--- src/rtl/log10_share_ctrl_if.sv ---
`timescale 1ns/1ps
// Requester, LOG10 and result handshakes around the shared LOG10 controller.
// The controller connects through the master modport, its environment through the slave modport.
interface log10_share_ctrl_if #(
  parameter int N_REQ  = 4,
  parameter int DW_IN  = 41,
  parameter int DW_OUT = 18
);
  localparam int IDW = $clog2(N_REQ);

  logic [N_REQ-1:0]       req_valid;
  logic [N_REQ-1:0]       req_ready;
  logic [N_REQ*DW_IN-1:0] req_data;

  logic                   log_en;
  logic [DW_IN-1:0]       log_din;
  logic                   log_oen;
  logic [DW_OUT-1:0]      log_dout;

  logic                   res_valid;
  logic                   res_ready;
  logic [DW_OUT-1:0]      res_data;
  logic [IDW-1:0]         res_id;

  modport master (
    input  req_valid, req_data, log_oen, log_dout, res_ready,
    output req_ready, log_en, log_din, res_valid, res_data, res_id
  );

  modport slave (
    output req_valid, req_data, log_oen, log_dout, res_ready,
    input  req_ready, log_en, log_din, res_valid, res_data, res_id
  );
endinterface

--- src/rtl/log10_share_ctrl.sv ---
`timescale 1ns/1ps
// Round-robin sharing of one non-stallable LOG10 pipeline among N_REQ requesters.
// A credit check reserves a result-FIFO slot for every issued sample before it is issued.
module log10_share_ctrl #(
  parameter int N_REQ      = 4,
  parameter int LAT        = 18,
  parameter int FIFO_DEPTH = 32,
  parameter int DW_IN      = 41,
  parameter int DW_OUT     = 18
) (
  input  logic                          clk,
  input  logic                          rst,
  log10_share_ctrl_if.master            bus,
  output logic [$clog2(FIFO_DEPTH):0]   inflight,
  output logic                          err_orphan
);
  localparam int IDW = $clog2(N_REQ);
  localparam int AW  = $clog2(FIFO_DEPTH);
  localparam int CW  = AW + 1;
  localparam int RW  = IDW + DW_OUT;

  // LAT only sizes FIFO_DEPTH (>= LAT+2 keeps one issue per cycle); no logic here depends on it.
  logic lat_unused;
  assign lat_unused = (LAT >= 0);

  logic [IDW-1:0]   ptr_q;
  logic             log_en_q;
  logic [DW_IN-1:0] log_din_q;
  logic [CW-1:0]    inflight_q;
  logic             err_orphan_q;

  logic [IDW-1:0]   id_mem [FIFO_DEPTH];
  logic [AW-1:0]    id_wr_ptr, id_rd_ptr;

  logic [RW-1:0]    res_mem [FIFO_DEPTH];
  logic [AW-1:0]    res_wr_ptr, res_rd_ptr;
  logic [CW-1:0]    res_count_q;

  logic [CW:0]      credit_used;
  logic             can_issue;
  logic             grant_vld;
  logic [IDW-1:0]   grant_idx;
  logic [IDW-1:0]   ptr_next;
  logic             accept;
  logic             ret;
  logic             orphan;
  logic             res_pop;
  logic             res_nonempty;

  // Both terms are registered, so grants never depend on res_ready in the same cycle.
  assign credit_used = {1'b0, inflight_q} + {1'b0, res_count_q};
  assign can_issue   = !rst && (credit_used < (CW+1)'(FIFO_DEPTH));

  always_comb begin
    logic [IDW:0] cand;
    // NOTE: every variable gets a default before any branch, so no latch is inferred.
    grant_vld = 1'b0;
    grant_idx = '0;
    cand      = '0;
    // Walk downward so the last hit, the one closest above ptr, wins.
    for (int k = N_REQ - 1; k >= 0; k--) begin
      cand = {1'b0, ptr_q} + (IDW+1)'(k);
      if (cand >= (IDW+1)'(N_REQ)) cand = cand - (IDW+1)'(N_REQ);
      if (can_issue && bus.req_valid[cand[IDW-1:0]]) begin
        grant_vld = 1'b1;
        grant_idx = cand[IDW-1:0];
      end
    end
  end

  assign bus.req_ready = grant_vld ? (N_REQ'(1) << grant_idx) : '0;

  assign accept       = grant_vld;
  assign ptr_next     = (grant_idx == IDW'(N_REQ - 1)) ? '0 : grant_idx + 1'b1;
  assign ret          = bus.log_oen && (inflight_q != '0);
  assign orphan       = bus.log_oen && (inflight_q == '0);
  assign res_nonempty = (res_count_q != '0);
  assign res_pop      = res_nonempty && bus.res_ready;

  always_ff @(posedge clk) begin
    // NOTE: state uses non-blocking assignments so every register samples pre-edge values.
    if (rst) begin
      ptr_q        <= '0;
      log_en_q     <= 1'b0;
      log_din_q    <= '0;
      inflight_q   <= '0;
      err_orphan_q <= 1'b0;
      id_wr_ptr    <= '0;
      id_rd_ptr    <= '0;
      res_wr_ptr   <= '0;
      res_rd_ptr   <= '0;
      res_count_q  <= '0;
    end else begin
      log_en_q <= accept;
      if (accept) begin
        log_din_q <= bus.req_data[int'(grant_idx) * DW_IN +: DW_IN];
        ptr_q     <= ptr_next;
        id_wr_ptr <= id_wr_ptr + 1'b1;
      end
      if (ret) begin
        id_rd_ptr  <= id_rd_ptr + 1'b1;
        res_wr_ptr <= res_wr_ptr + 1'b1;
      end
      if (res_pop) res_rd_ptr <= res_rd_ptr + 1'b1;

      case ({accept, ret})
        2'b10:   inflight_q <= inflight_q + 1'b1;
        2'b01:   inflight_q <= inflight_q - 1'b1;
        default: inflight_q <= inflight_q;
      endcase

      // The credit rule bounds res_count_q by FIFO_DEPTH, so a push is never refused.
      case ({ret, res_pop})
        2'b10:   res_count_q <= res_count_q + 1'b1;
        2'b01:   res_count_q <= res_count_q - 1'b1;
        default: res_count_q <= res_count_q;
      endcase

      if (orphan) err_orphan_q <= 1'b1;
    end
  end

  always_ff @(posedge clk) begin
    // NOTE: storage is not reset; pointers and counts alone define which words are valid.
    if (accept) id_mem[id_wr_ptr] <= grant_idx;
    if (ret)    res_mem[res_wr_ptr] <= {id_mem[id_rd_ptr], bus.log_dout};
  end

  assign bus.log_en    = log_en_q;
  assign bus.log_din   = log_din_q;
  assign bus.res_valid = res_nonempty;
  assign bus.res_id    = res_mem[res_rd_ptr][RW-1 -: IDW];
  assign bus.res_data  = res_mem[res_rd_ptr][DW_OUT-1:0];
  assign inflight      = inflight_q;
  assign err_orphan    = err_orphan_q;

endmodule

--- src/flat_wrapper.sv ---
// flat-port wrapper written by rule: the top's interface ports become plain ports
module log10_share_ctrl_flat 
#(
  parameter int N_REQ      = 4,
  parameter int LAT        = 18,
  parameter int FIFO_DEPTH = 32,
  parameter int DW_IN      = 41,
  parameter int DW_OUT     = 18
)
  (clk, rst, inflight, err_orphan, bus_req_valid, bus_req_data, bus_log_oen, bus_log_dout, bus_res_ready, bus_req_ready, bus_log_en, bus_log_din, bus_res_valid, bus_res_data, bus_res_id);
  log10_share_ctrl_if #(.N_REQ(N_REQ), .DW_IN(DW_IN), .DW_OUT(DW_OUT)) bus_i ();
  input  logic clk;
  input  logic rst;
  output logic [$clog2(FIFO_DEPTH):0] inflight;
  output logic err_orphan;
  input wire logic [$bits(bus_i.req_valid)-1:0] bus_req_valid;
  input wire logic [$bits(bus_i.req_data)-1:0] bus_req_data;
  input wire logic [$bits(bus_i.log_oen)-1:0] bus_log_oen;
  input wire logic [$bits(bus_i.log_dout)-1:0] bus_log_dout;
  input wire logic [$bits(bus_i.res_ready)-1:0] bus_res_ready;
  output wire logic [$bits(bus_i.req_ready)-1:0] bus_req_ready;
  output wire logic [$bits(bus_i.log_en)-1:0] bus_log_en;
  output wire logic [$bits(bus_i.log_din)-1:0] bus_log_din;
  output wire logic [$bits(bus_i.res_valid)-1:0] bus_res_valid;
  output wire logic [$bits(bus_i.res_data)-1:0] bus_res_data;
  output wire logic [$bits(bus_i.res_id)-1:0] bus_res_id;
  assign bus_i.req_valid = bus_req_valid;
  assign bus_i.req_data = bus_req_data;
  assign bus_i.log_oen = bus_log_oen;
  assign bus_i.log_dout = bus_log_dout;
  assign bus_i.res_ready = bus_res_ready;
  assign bus_req_ready = bus_i.req_ready;
  assign bus_log_en = bus_i.log_en;
  assign bus_log_din = bus_i.log_din;
  assign bus_res_valid = bus_i.res_valid;
  assign bus_res_data = bus_i.res_data;
  assign bus_res_id = bus_i.res_id;
  log10_share_ctrl #(.N_REQ(N_REQ), .LAT(LAT), .FIFO_DEPTH(FIFO_DEPTH), .DW_IN(DW_IN), .DW_OUT(DW_OUT)) u_core (.clk(clk), .rst(rst), .bus(bus_i), .inflight(inflight), .err_orphan(err_orphan));
endmodule
--- config.mk ---
export PLATFORM = sky130hd
export DESIGN_NAME = log10_share_ctrl_flat
export DESIGN_NICKNAME = d
export VERILOG_FILES = /design/src/rtl/log10_share_ctrl_if.sv /design/src/rtl/log10_share_ctrl.sv /design/src/flat_wrapper.sv
export SDC_FILE = /design/constraint.sdc
export NUM_CORES = 1
export LEC_CHECK = 0
export BUFFER_PORTS_ARGS = -buffer_cell sky130_fd_sc_hd__buf_2
export CAP_MARGIN = 20
export CORE_AREA = 2 2 329 201
export CTS_CLUSTER_DIAMETER = 200
export DETAILED_ROUTE_END_ITERATION = 8
export DIE_AREA = 0 0 331 203
export PLACE_DENSITY = 0.66
export SETUP_SLACK_MARGIN = 0.5
export SLEW_MARGIN = 10
export SYNTH_ARGS = -nofsm -noshare
export SYNTH_HDL_FRONTEND = slang
export SYNTH_SLANG_ARGS = --single-unit
export TNS_END_PERCENT = 20
--- constraint.sdc ---
create_clock -name clk -period 4.3 [get_ports clk]
set_input_delay 0.645 -clock clk [delete_from_list [all_inputs] [get_ports clk]]
set_output_delay 0.645 -clock clk [all_outputs]
set_load 0.1 [all_outputs]
==> results.sh, run 1 <==
export IMPL_rows=72
export IMPL_synth_edf_count=704
export IMPL_clockRootBuffer="clkbuf_16"
export IMPL_max_stage_delay_ns=0.52
export IMPL_detail_route_wl_per_cell_um=27.5
export IMPL_cp_end_kind="primary output"
export IMPL_cp_start_kind="flip-flop"
export IMPL_arrival_ns=3.10
export IMPL_drtIter0Drc=2041
export IMPL_crit_type="flip-flop to primary output"
export IMPL_first_pass_iters=7
export IMPL_antenna_found_initial=10
export IMPL_area_delta_synth_final_pct=16.2
export IMPL_n_antenna_cell=0
export IMPL_min_path_cells=3
export IMPL_cts_max_level=3
export IMPL_placed_cells=2679
export IMPL_finalSetupTns_ns=0
export IMPL_yosys_warnings=0
export IMPL_worstPathRequired_ns=3.65
export IMPL_cpMostUsedCell="mux4_2"
export IMPL_final_cell_mix="edfxtp_1, buf_2, mux4_2, mux2i_1, dfxtp_1"
export IMPL_grt_usage_pct=23.5
export IMPL_core_um2=64000
export IMPL_grt_pass1_vias=17090
export IMPL_clock_latency_ns=0.62
export IMPL_crit_family="multiplexers"
export IMPL_hold_path_class="primary input to flip-flop"
export IMPL_layoutNonFillerInstCount=2813
export IMPL_maxCapViolCount=0
export IMPL_p_leak_nw=12.2
export IMPL_ys_ff_latch=791
export IMPL_synthesis_nets=1816
export IMPL_reg2regPathDepth=13
export IMPL_crit_slowest_cell="mux4_2"
export IMPL_overflow=0
export IMPL_fillers=4707
export IMPL_use_met3_pct=6.61
export IMPL_totalPowerFinal_mw=22.2
export IMPL_grt_pass1_wl_mm=114
export IMPL_die_area_um2=67200
export IMPL_synth_area_top_cells="edfxtp_1, mux4_2, dfxtp_1"
export IMPL_met1_usage_pct=36.9
export IMPL_post_route_util_pct=57.8
export IMPL_period_needed_ns=3.74
export IMPL_ioPinCount=264
export IMPL_cp_max_fo=12
export IMPL_ys_seq_area_share_pct=71.9
export IMPL_finalSetupViolCount=0
export IMPL_yosysTopAreaCell="edfxtp_1"
export IMPL_drc_errors=0
export IMPL_layout_commonest_cell="edfxtp_1"
export IMPL_synth_flop_cell="edfxtp_1"
export IMPL_min_period_over_period_pct=87.0
export IMPL_die_height_um=203
export IMPL_nNetsFinal=2126
export IMPL_status="finished clean"
export IMPL_syn_area_um2=31800
export IMPL_peakVddDrop_mv=0.703
export IMPL_initial_utilization_pct=49.8
export IMPL_drive_gt1_share_pct=37.1
export IMPL_num_vias=16962
export IMPL_fin_skew_ns=0.0252
export IMPL_clk_pin_slew_worst_paths_ns=0.06
export IMPL_synth_cell_types=49
export IMPL_drt_total_wl_mm=77.3
export IMPL_tritoncts="done"
export IMPL_rsz0062_at_grt="true"
export IMPL_fmax_mhz=267
export IMPL_cts_sinks=791
export IMPL_relSlewSlack_pct=37.5
export IMPL_use_met2_pct=32.8
export IMPL_busiest_layer="met1"
export IMPL_avgSynthCellArea_um2=19.9
export IMPL_die_w_um=331
export IMPL_gp_congestion=0.913
export IMPL_cp_num_cells=6
export IMPL_cts_buffer_depth=3
export IMPL_worstMarginPinSlew_ns=0.937
export IMPL_antenna_left=0
export IMPL_grt_start_max_net_pins=83
export IMPL_maxSlewViolCount=0
export IMPL_synthArstFlopShare_pct=0
export IMPL_hpwl_mm=48.1
export IMPL_syn_inst=1598
export IMPL_crit_buf_inv=3
export IMPL_cts_buffers=73
export IMPL_power_density_nw_per_um2=601
export IMPL_synth_top_area_share_pct=66.4
export IMPL_cts_hold_buf=0
export IMPL_via_per_inst=6.03
export IMPL_port_buffers=263
export IMPL_path_cells="buf_4, buf_12, mux4_2, mux4_2, mux2_2, buf_2"
export IMPL_hold_violations=0
[path summary, 6_finish.rpt]
path | from | endpoint | slack (ns)
min | bus_log_oen | u_core.err_orphan | 0.30
max reg2reg | u_core.inflight[5] | u_core.inflight[4] | 0.89
min reg2reg | u_core.bus.log_din[39] | u_core.bus.log_din[39] | 0.48
max | flip-flop | bus_res_data[6] | 0.56
[metrics by stage]
step	setup WS (ns)	hold slack [ns]	instance area, um2
after floorplan	0.329	0.475	31800
after global placement	0.784	0.471	34600
after detailed placement	0.759	0.475	34600
after CTS	0.426	0.277	37000
after global routing	0.464	0.298	37000
final	0.557	0.305	37000
[sequential cells by signal, indices dropped and copies added (netlist names), named ones only]
register            flops
u_core.res_mem        640
u_core.inflight         6
u_core.id_rd_ptr        5
u_core.id_wr_ptr        5
u_core.res_wr_ptr       5
u_core.res_count_q      6
u_core.ptr_q            2
u_core.bus.log_din     41
u_core.res_rd_ptr       5
u_core.id_mem          64
u_core.err_orphan       1
u_core.bus.log_en       1
[worst min-delay path: stages]
cell and delay [ns]:
buf_2 0.10, a21oi_1 0.06, nor2_1 0.08
[timing repair]
| action | CTS | global route |
|---|---|---|
| hold endpoints to repair | 0 | 0 |
| endpoints found under the setup margin | 21 | 11 |
| gates resized for setup | 0 | 6 |
| buffers inserted | 5 | 0 |
[kinds of logic after synthesis]
family          share of synthesized area, %
compound gates                          2.20
mux                                     19.1
simple gates                            3.53
fa+ha+maj                               1.12
flops                                   71.9
xor+xnor                               0.605
buf+inv                                 1.60
[report_power, final]
group | internal, mW | switching (mW) | total, mW | leakage, nW
logic | 2.04 | 4.61 | 6.65 | 4.03
registers | 8.94 | 0.290 | 9.23 | 7.07
clock network | 3.59 | 2.76 | 6.34 | 1.13
[cell type report]
type	count	area (um2)	share of cell area, %
timing repair buffer	332	2110	5.70
sequential	791	22900	61.9
tap	851	1060	2.88
inverter	17	63.8	0.172
clock inverter	32	264	0.714
clock buffer	97	2040	5.52
multi-input combinational	693	8560	23.1
[synth_stat cells, types with 3 or more instances]
library cell  count
o21ai_0          10
mux2i_1          86
xor2_1           16
clkbuf_1         46
buf_4            10
nor2b_1           4
nor3_1            7
or4_1             4
and2_1            7
nor2_1           99
buf_1            11
xnor2_1           6
buf_2            29
dfxtp_1          87
nand3_1           3
nand2_1          26
mux2_2           23
ha_1             27
a222oi_1         42
nand4_1           8
a21oi_1          19
mux4_2          220
or3_1             6
edfxtp_1        704
or3b_2            4
inv_1            16
nand3b_1          7
nand2b_1         44
[layer usage]
| layer | wire length (um) | share of wire, % |
|---|---|---|
| met1 | 35200 | 45 |
| met2 | 33300 | 43 |
| met3 | 7380 | 9.5 |
| met4 | 1410 | 1.8 |
| met5 | 110 | 0.14 |
Power figures use the tool's default switching activity.
==> run 2: changes to the inputs <==
--- a/config.mk
+++ b/config.mk
@@ -7,11 +7,11 @@
 export LEC_CHECK = 0
 export BUFFER_PORTS_ARGS = -buffer_cell sky130_fd_sc_hd__buf_2
 export CAP_MARGIN = 20
-export CORE_AREA = 2 2 329 201
+export CORE_AREA = 2 2 464 282
 export CTS_CLUSTER_DIAMETER = 200
 export DETAILED_ROUTE_END_ITERATION = 8
-export DIE_AREA = 0 0 331 203
-export PLACE_DENSITY = 0.66
+export DIE_AREA = 0 0 466 284
+export PLACE_DENSITY = 0.38
 export SETUP_SLACK_MARGIN = 0.5
 export SLEW_MARGIN = 10
 export SYNTH_ARGS = -nofsm -noshare
==> results.sh, run 2 (same netlist as run 1, synthesis figures left out) <==
export IMPL_grt_start_max_net_pins=83
export IMPL_crit_slowest_cell="mux4_2"
export IMPL_die_height_um=284
export IMPL_cts_buffer_depth=3
export IMPL_clock_latency_ns=0.67
export IMPL_maxSlewViolCount=0
export IMPL_port_buffers=263
export IMPL_relSlewSlack_pct=35.4
export IMPL_switchingPower_mw=8.33
export IMPL_largest_reg_flops=640
export IMPL_grt_usage_pct=14.3
export IMPL_reg2reg_to="u_core.inflight[4]"
export IMPL_peakVddDrop_mv=0.654
export IMPL_drive_gt1_share_pct=37.6
export IMPL_pwr_share_seq_pct=39.1
export IMPL_detail_route_wl_per_cell_um=25.9
export IMPL_tritoncts="done"
export IMPL_clockRootBuffer="clkbuf_16"
export IMPL_rows=102
export IMPL_core_um2=128000
export IMPL_hold_violations=0
export IMPL_area_delta_synth_final_pct=22.8
export IMPL_hold_ws_ns=0.267
export IMPL_comb_power_share_pct=30.9
export IMPL_rsz0062_at_grt="true"
export IMPL_finalSetupTns_ns=0
export IMPL_power_density_nw_per_um2=604
export IMPL_largest_register="u_core.res_mem"
export IMPL_clk_pin_slew_worst_paths_ns=0.06
export IMPL_num_vias=17248
export IMPL_worstPathRequired_ns=3.65
export IMPL_cp_max_fo=7
export IMPL_final_cell_mix="edfxtp_1, buf_2, mux4_2, clkbuf_16, mux2i_1"
export IMPL_arrival_ns=3.13
export IMPL_gp_congestion=0.827
export IMPL_antenna_found_initial=5
export IMPL_worstMarginPinSlew_ns=0.967
export IMPL_max_stage_delay_ns=0.58
export IMPL_switching_share_pct=35.3
export IMPL_period_needed_ns=3.78
export IMPL_grt_pass1_wl_mm=135
export IMPL_drc_errors=0
export IMPL_status="finished clean"
export IMPL_drt_total_wl_mm=96.4
export IMPL_finalSetupViolCount=0
export IMPL_clockPowerShare_pct=30.0
export IMPL_overflow=0
export IMPL_first_pass_iters=7
export IMPL_path_cells="buf_16, buf_8, mux4_2, mux4_2, mux2_2, buf_6"
export IMPL_maxCapViolCount=0
export IMPL_crit_type="flip-flop to primary output"
export IMPL_layout_commonest_cell="edfxtp_1"
export IMPL_antenna_left=0
export IMPL_fmax_mhz=265
export IMPL_hpwl_mm=59.6
export IMPL_post_route_util_pct=30.5
export IMPL_grt_pass1_vias=17641
export IMPL_ioPinCount=264
export IMPL_min_period_over_period_pct=87.9
export IMPL_reg2regPathDepth=12
export IMPL_hold_start="bus_log_oen"
export IMPL_nNetsFinal=2157
export IMPL_die_w_um=466
export IMPL_via_per_inst=4.64
export IMPL_cts_hold_buf=0
export IMPL_r2r_start="u_core.inflight[5]"
export IMPL_min_to="u_core.err_orphan"
export IMPL_cts_buffers=83
export IMPL_cp_end_kind="primary output"
export IMPL_p_leak_nw=12.6
export IMPL_totalPowerFinal_mw=23.6
export IMPL_cp_start_kind="flip-flop"
export IMPL_cts_sinks=791
export IMPL_hold_path_class="primary input to flip-flop"
export IMPL_fin_skew_ns=0.0274
export IMPL_worst_r2r_setup_slack_ns=0.78
export IMPL_drtIter0Drc=1760
export IMPL_cpMostUsedCell="mux4_2"
export IMPL_p_int_mw=15.3
export IMPL_min_path_cells=3
export IMPL_die_area_um2=132000
export IMPL_initial_utilization_pct=24.9
export IMPL_cts_max_level=3
[run 2: cell types whose count changed in the layout (fill, tap and decap cells not counted), sizes merged]
cell	delta
clkinv	+6
diode	+2
bufbuf	+1
buf	+15
clkinvlp	-1
bufinv	+1
inv	+1
clkbuf	+18
[run 2: power by group through the flow]
stage	Combinational [mW]	Clock, mW	Sequential, mW
floorplan	3.60	0	10.9
global placement	6.80	0	9.43
detailed placement	6.83	0	9.44
CTS	7.17	7.35	9.24
global route	7.66	7.63	9.29
finish	7.29	7.09	9.24
[run 2: through the flow]
stage          setup slack [ns]  area, um2  instances
5_1_grt                   0.422      39100       3720
3_5_place_dp              0.560      35800       3549
3_3_place_gp              0.510      35800       3547
2_1_floorplan             0.329      31800       1598
6_report                  0.520      39100       3721
4_1_cts                   0.422      38800       3712
[run 2: worst max-delay path by stage]
stage                              end               start  depth (start not counted)
floorplan             bus_req_ready[1]  u_core.inflight[4]                          8
global placement    u_core.inflight[4]                 rst                         12
detailed placement  u_core.inflight[4]                 rst                         12
CTS                    bus_res_data[7]           flip-flop                          6
global route           bus_res_data[6]           flip-flop                          6
finish                   bus_res_id[0]           flip-flop                          6
[run 2: critical path, delay by kind of cell, from the launching register on]
family / cells / cell delay [ns]
multiplexers: 3 / 1.43
buffers and inverters: 3 / 0.55
flip-flops: 1 / 0.46
[run 2: layout make-up]
| class | instances | area [um2] |
|---|---|---|
| multi-input combinational | 693 | 8740 |
| clock buffer | 110 | 2270 |
| timing repair buffer | 353 | 2630 |
| tap | 1716 | 2150 |
| fill | 12493 | 88900 |
| sequential | 791 | 22900 |
| clock inverter | 39 | 338 |
| inverter | 17 | 63.8 |
| antenna | 2 | 5.00 |
[run 2: timing repair]
| action | CTS | global route |
|---|---|---|
| setup endpoints to repair | 23 | 22 |
| setup buffers | 8 | 2 |
| gates resized for setup | 30 | 41 |
| cloned | 6 | 5 |
[run 2: routing by layer]
| layer | vias up | global-route usage, % | share of wire (%) |
|---|---|---|---|
| li1 | 7307 | - | - |
| met2 | 399 | 20.0 | 42 |
| met5 | - | 0 | 0.013 |
| met1 | 9428 | 22.7 | 52 |
| met4 | 2 | 2.91 | 1.5 |
| met3 | 112 | 2.57 | 4.6 |
